`src/rtl/delay_pkg.sv`:
```
// Shared helpers for the programmable delay blocks: width derivation and
// request clamping.
package delay_pkg;

  function automatic int clog2(input int value);
    int result;
    result = 0;
    for (int i = 0; i < 31; i++) begin
      if ((32'sd1 <<< i) < value) begin
        result = i + 1;
      end else begin
        result = result;
      end
    end
    return result;
  endfunction

  // Width of a delay select able to encode 0..max_depth inclusive.
  function automatic int dw_for(input int max_depth);
    return clog2(max_depth + 1);
  endfunction

  function automatic int clamp_delay(input int req, input int max_d);
    return (req > max_d) ? max_d : req;
  endfunction

endpackage

```
`src/rtl/delay_tap_mux.sv`:
```
// Selects stage (sel-1) of the delay line as {valid, data}, or the bypass
// word when sel is zero.
module delay_tap_mux
  import delay_pkg::*;
#(
  parameter int WIDTH     = 8,
  parameter int MAX_DEPTH = 16,
  parameter int DW        = 5
) (
  input  logic [MAX_DEPTH*(WIDTH+1)-1:0] taps,
  input  logic [DW-1:0]                  sel,
  input  logic [WIDTH:0]                 bypass,
  output logic [WIDTH:0]                 tap_out
);

  logic [WIDTH:0] tap_sel_s;

  // AND-OR one-hot selection keeps the mux flat and latch-free.
  always_comb begin
    tap_sel_s = {(WIDTH+1){1'b0}};
    for (int i = 0; i < MAX_DEPTH; i++) begin
      tap_sel_s = tap_sel_s |
                  (taps[i*(WIDTH+1) +: (WIDTH+1)] & {(WIDTH+1){sel == DW'(i + 1)}});
    end
    if (sel == {DW{1'b0}}) begin
      tap_out = bypass;
    end else begin
      tap_out = tap_sel_s;
    end
  end

endmodule

```
`src/rtl/delay_line_prog.sv`:
```
// Programmable-depth data/valid delay line with clock enable, flush and
// run-time reconfiguration (a config change clears everything in flight).
module delay_line_prog
  import delay_pkg::*;
#(
  parameter int WIDTH      = 8,
  parameter int MAX_DEPTH  = 16,
  parameter bit RESET_DATA = 1'b0,
  localparam int DW        = dw_for(MAX_DEPTH)
) (
  input  logic             clk,
  input  logic             rst,
  input  logic             en,
  input  logic             flush,
  input  logic [DW-1:0]    cfg_delay,
  input  logic             in_valid,
  input  logic [WIDTH-1:0] in_data,
  output logic             out_valid,
  output logic [WIDTH-1:0] out_data,
  output logic             pending,
  output logic             cfg_err
);

  logic [DW-1:0]                  d_s;
  logic [DW-1:0]                  cfg_q_r;
  logic                           cfg_change_s;
  logic                           clear_s;
  logic                           cfg_err_r;
  logic                           pending_s;
  logic [MAX_DEPTH-1:0]           valid_s;
  logic [WIDTH-1:0]               data_s [MAX_DEPTH];
  logic [MAX_DEPTH*(WIDTH+1)-1:0] taps_s;
  logic [WIDTH:0]                 tap_out_s;

  assign d_s          = DW'(clamp_delay(int'(cfg_delay), MAX_DEPTH));
  assign cfg_change_s = (d_s != cfg_q_r);
  assign clear_s      = flush | cfg_change_s;

  // Active depth and range error track the request on every edge, enabled or not.
  always_ff @(posedge clk or negedge rst) begin
    if (!rst) begin
      cfg_q_r   <= {DW{1'b0}};
      cfg_err_r <= 1'b0;
    end else begin
      cfg_q_r   <= d_s;
      cfg_err_r <= (int'(cfg_delay) > MAX_DEPTH);
    end
  end

  for (genvar i = 0; i < MAX_DEPTH; i++) begin : g_stage
    logic [WIDTH-1:0] d_in_s;
    logic             v_in_s;
    logic [WIDTH-1:0] d_r;
    logic             v_r;

    if (i == 0) begin : g_head
      assign d_in_s = in_data;
      assign v_in_s = in_valid;
    end else begin : g_link
      assign d_in_s = data_s[i-1];
      assign v_in_s = valid_s[i-1];
    end

    // Clears beat the enable so a flush also drops the word being captured.
    always_ff @(posedge clk or negedge rst) begin
      if (!rst) begin
        v_r <= 1'b0;
      end else if (clear_s) begin
        v_r <= 1'b0;
      end else if (en) begin
        v_r <= v_in_s;
      end else begin
        v_r <= v_r;
      end
    end

    if (RESET_DATA) begin : g_data_rst
      // Data word with reset.
      always_ff @(posedge clk or negedge rst) begin
        if (!rst) begin
          d_r <= {WIDTH{1'b0}};
        end else if (en) begin
          d_r <= d_in_s;
        end else begin
          d_r <= d_r;
        end
      end
    end else begin : g_data_norst
      // Data word without reset; qualified by the valid bit downstream.
      always_ff @(posedge clk) begin
        if (en) begin
          d_r <= d_in_s;
        end else begin
          d_r <= d_r;
        end
      end
    end

    assign valid_s[i] = v_r;
    assign data_s[i]  = d_r;
    assign taps_s[i*(WIDTH+1) +: (WIDTH+1)] = {v_r, d_r};
  end

  delay_tap_mux #(
    .WIDTH     (WIDTH),
    .MAX_DEPTH (MAX_DEPTH),
    .DW        (DW)
  ) u_tap_mux (
    .taps    (taps_s),
    .sel     (cfg_q_r),
    .bypass  ({in_valid, in_data}),
    .tap_out (tap_out_s)
  );

  // Only stages inside the active depth count as in flight.
  always_comb begin
    pending_s = 1'b0;
    for (int i = 0; i < MAX_DEPTH; i++) begin
      pending_s = pending_s | (valid_s[i] & (DW'(i) < cfg_q_r));
    end
  end

  assign out_valid = tap_out_s[WIDTH] & ~cfg_change_s;
  assign out_data  = tap_out_s[WIDTH-1:0];
  assign pending   = pending_s;
  assign cfg_err   = cfg_err_r;

endmodule

```
`config.mk`:
```
export PLATFORM = sky130hd
export DESIGN_NAME = delay_line_prog
export DESIGN_NICKNAME = d
export VERILOG_FILES = /design/src/rtl/delay_pkg.sv /design/src/rtl/delay_tap_mux.sv /design/src/rtl/delay_line_prog.sv
export SDC_FILE = /design/constraint.sdc
export NUM_CORES = 1
export LEC_CHECK = 0
export CORE_MARGIN = 2
export CORE_UTILIZATION = 64
export CTS_CLUSTER_DIAMETER = 200
export DETAILED_ROUTE_END_ITERATION = 8
export PLACE_DENSITY = 0.84
export RECOVER_POWER = 50
export SYNTH_ARGS = -nofsm -noshare
export SYNTH_HDL_FRONTEND = slang
export SYNTH_SLANG_ARGS = --single-unit
```
`constraint.sdc`:
```
create_clock -name clk -period 3.6 [get_ports clk]
set_input_delay 0.72 -clock clk [delete_from_list [all_inputs] [get_ports clk]]
set_output_delay 0.72 -clock clk [all_outputs]
set_load 0.01 [all_outputs]
```
==> flow_metrics.env <==
export IMPL_outcome="finished with violations"
export IMPL_violations="capacitance limit, slew limit, setup timing"
export IMPL_synth_area_mm2=0.00633
export IMPL_ys_async_sr_fraction_pct=14.7
export IMPL_max_cap_viol_count=1
export IMPL_synth_common_cells="edfxtp_1, nor2_1, mux2i_1"
export IMPL_io_pins=29
export IMPL_cts_hold_fix_buffers=0
export IMPL_skew_ns=0.00907
export IMPL_r2r_start="cfg_q_r[3]$_DFF_PN0_"
export IMPL_final_max_slew_viol_count=68
export IMPL_synth_flop_cell="edfxtp_1"
export IMPL_setup_ws_ns=-0.166
export IMPL_die_y_um=103
export IMPL_design_area_mm2=0.00762
export IMPL_relSlewSlack_pct=-23.3
export IMPL_synth_edff_count=128
export IMPL_p_per_area_mw_per_mm2=529
export IMPL_hp_class="flop to flop"
export IMPL_r2r_end="g_stage[3].v_r$_DFFE_PN0P_"
export IMPL_synth_top_cells_by_area="edfxtp_1, dfrtp_1, mux2i_1, nor2_1, a32oi_1"
export IMPL_ant_nets=0
export IMPL_start_kind="flop"
export IMPL_avgRoutedWirePerCell_um=26.0
export IMPL_muxShareOfSynthArea_pct=5.40
export IMPL_cts_sinks=150
export IMPL_worstPathRequired_ns=2.88
export IMPL_fin_crit_ns=3.77
export IMPL_dieArea_mm2=0.0107
export IMPL_cts_tree="done"
export IMPL_multiInputGateArea_mm2=0.00185
export IMPL_grt_pass1_vias=4235
export IMPL_clkTransAtPathRegs_ns=0.06
export IMPL_fillerInstances=505
export IMPL_clk_latency_ns=0.54
export IMPL_drive_above_1_share_pct=18.9
export IMPL_min_from="g_stage[3].d_r[3]$_DFFE_PP_"
export IMPL_dpl_hpwl_um=10100
export IMPL_synth_seq_area_share_pct=69.5
export IMPL_via_per_inst=7.10
export IMPL_syn_inst=436
export IMPL_worstMarginPinSlew_ns=1.85
export IMPL_seq_area_mm2=0.00440
export IMPL_yosysMostFrequentCell="edfxtp_1"
export IMPL_setup_viol=1
export IMPL_hold_depth=0
export IMPL_drtIter0Drc=764
export IMPL_synthAdderAreaFrac_pct=0
export IMPL_hold_ws_ns=0.447
export IMPL_hold_viol_final=0
export IMPL_max_freq_ghz=0.266
export IMPL_crit_fanout=22
export IMPL_dr_pass1_iters=6
export IMPL_start_util_pct=65.3
export IMPL_peakVddDrop_mv=0.280
export IMPL_area_delta_synth_final_pct=20.5
export IMPL_grt_overflow=0
export IMPL_synthDistinctLibCells=60
export IMPL_syn_nets=454
export IMPL_synth_top_family_by_area="compound AO/OA/AOI/OAI gates"
export IMPL_coreArea_mm2=0.00968
export IMPL_place_inst=600
export IMPL_end_kind="primary output"
export IMPL_rows=36
export IMPL_place_gp_congestion=0.957
export IMPL_antenna_found_initial=0
export IMPL_fin_crit_sh_pct=105
export IMPL_drc=0
export IMPL_final_util_pct=78.7
export IMPL_synthSimpleGateAreaFrac_pct=10.3
export IMPL_n_antenna_cell=0
export IMPL_cp_arrival_ns=3.05
export IMPL_power_leakage_uw=0.00274
export IMPL_cts_max_level=4
export IMPL_clk_path_buf_depth=2
export IMPL_ys_ff_latch=150
export IMPL_min_to="g_stage[4].d_r[3]$_DFFE_PP_"
export IMPL_reg2reg_slack_ns=1.18
export IMPL_synth_warnings=0
export IMPL_wl_um=16600
export IMPL_synth_top_area_cell="edfxtp_1"
export IMPL_placed_area_mm2=0.00687
export IMPL_synth_top_area_share_pct=60.8
export IMPL_tns_ns=-0.166
export IMPL_nets=513
export IMPL_die_w_um=103
export IMPL_grt_pass1_wl_um=24200
export IMPL_grt_setup_unrepaired="yes"
export IMPL_worst_setup_path_type="flop to primary output"
export IMPL_grtUsageTotal_pct=32.1
export IMPL_final_cells=641
export IMPL_vias=4554
export IMPL_clock_root_buffer="clkbuf_8"
export IMPL_numCtsBuffers=17
export IMPL_synth_compound_area_share_pct=11.9
export IMPL_synth_area_per_cell_um2=14.5
export IMPL_io_buffers=28
export IMPL_synth_xor_area_share_pct=0.277
export IMPL_r2r_cells=6
export IMPL_grt_max_degree=78
## cells by family after synthesis
family          Yosys count
simple gates            121
buf+inv                  33
xor+xnor                  2
mux                      31
compound gates           99
flops                   150
## registers in the layout (all words and copies together), names as in the netlist
name and flops:
cfg_err 1, cfg_q_r 5, g_stage.v_in_s 1, g_stage.d_r 120, g_stage.v_r 15, g_stage.d_in_s 8
## placed cells by master (no fill, tap or decap), types with 7 or more instances in the layout
| master | netlist | final |
|---|---|---|
| buf_4 | 1 | 35 |
| edfxtp_1 | 128 | 128 |
| a31oi_1 | 7 | 7 |
| nor2_1 | 37 | 33 |
| nand3_1 | 11 | 11 |
| dlygate4sd3_1 | 0 | 9 |
| a32oi_1 | 11 | 11 |
| clkbuf_16 | 0 | 16 |
| a21oi_1 | 9 | 9 |
| nor2b_1 | 9 | 9 |
| o21ai_0 | 15 | 15 |
| mux2i_1 | 27 | 27 |
| dfrtp_1 | 22 | 17 |
| a22oi_1 | 12 | 12 |
| clkdlybuf4s50_1 | 0 | 12 |
| nand2_1 | 16 | 15 |
| a22o_1 | 8 | 8 |
| nor3_1 | 10 | 8 |
## metrics by stage
step	setup WS [ns]	total power [uW]
floorplan	1.03	2200
global placement	0.159	2350
detailed placement	0.0441	2360
CTS	0.00902	4020
global route	-0.222	4140
finish	-0.166	4030
## power breakdown
part | internal, uW | total, uW | leakage [uW] | switching, uW
clock network | 980 | 1670 | 0.000255 | 687
logic | 128 | 307 | 0.000937 | 179
registers | 2000 | 2060 | 0.00155 | 60.9
## area by class of cell
cell class	count	area share, %
Sequential cell	150	57.7
Timing Repair Buffer	69	8.40
Clock inverter	13	1.74
Inverter	4	0.197
Clock buffer	19	5.53
Multi-Input combinational cell	253	24.2
Tap cell	133	2.18
## worst max path at each step
| stage | from | end | slack [ns] | cells past startpoint |
|---|---|---|---|---|
| 2_1_floorplan | cfg_q_r[4]$_DFF_PN0_ | out_data[5] | 1.03 | 6 |
| 3_3_place_gp | cfg_delay[3] | out_valid | 0.16 | 7 |
| 3_5_place_dp | cfg_delay[3] | out_valid | 0.04 | 7 |
| 4_1_cts | cfg_q_r[3]$_DFF_PN0_ | out_data[3] | 0.009 | 8 |
| 5_1_grt | cfg_q_r[3]$_DFF_PN0_ | out_valid | -0.22 | 9 |
| 6_report | cfg_q_r[3]$_DFF_PN0_ | out_valid | -0.17 | 9 |
## routing by layer
metal	GRT usage, %	vias up	wire [um]
met5	0	-	0
met3	8.13	124	2210
met2	46.5	438	7280
met1	44.8	2132	6000
met4	18.1	0	1140
li1	-	1860	-
## what timing repair did
item                                    4_1_cts  5_1_grt
buffers inserted                              2        7
endpoints found under the setup margin       10        6
gates cloned                                  0        0
pin swaps                                     2        2
resized for setup                            33       10
## critical path: stages (launching register included)
cell and delay [ns]:
dfrtp_2 0.47, buf_12 0.18, nand3b_1 0.20, buf_4 0.18, nor3_2 0.06, buf_4 0.16, a222oi_1 0.42, o21ai_0 0.28
o221a_1 0.28, dlygate4sd2_1 0.29
(Power assumes the default switching activity.)
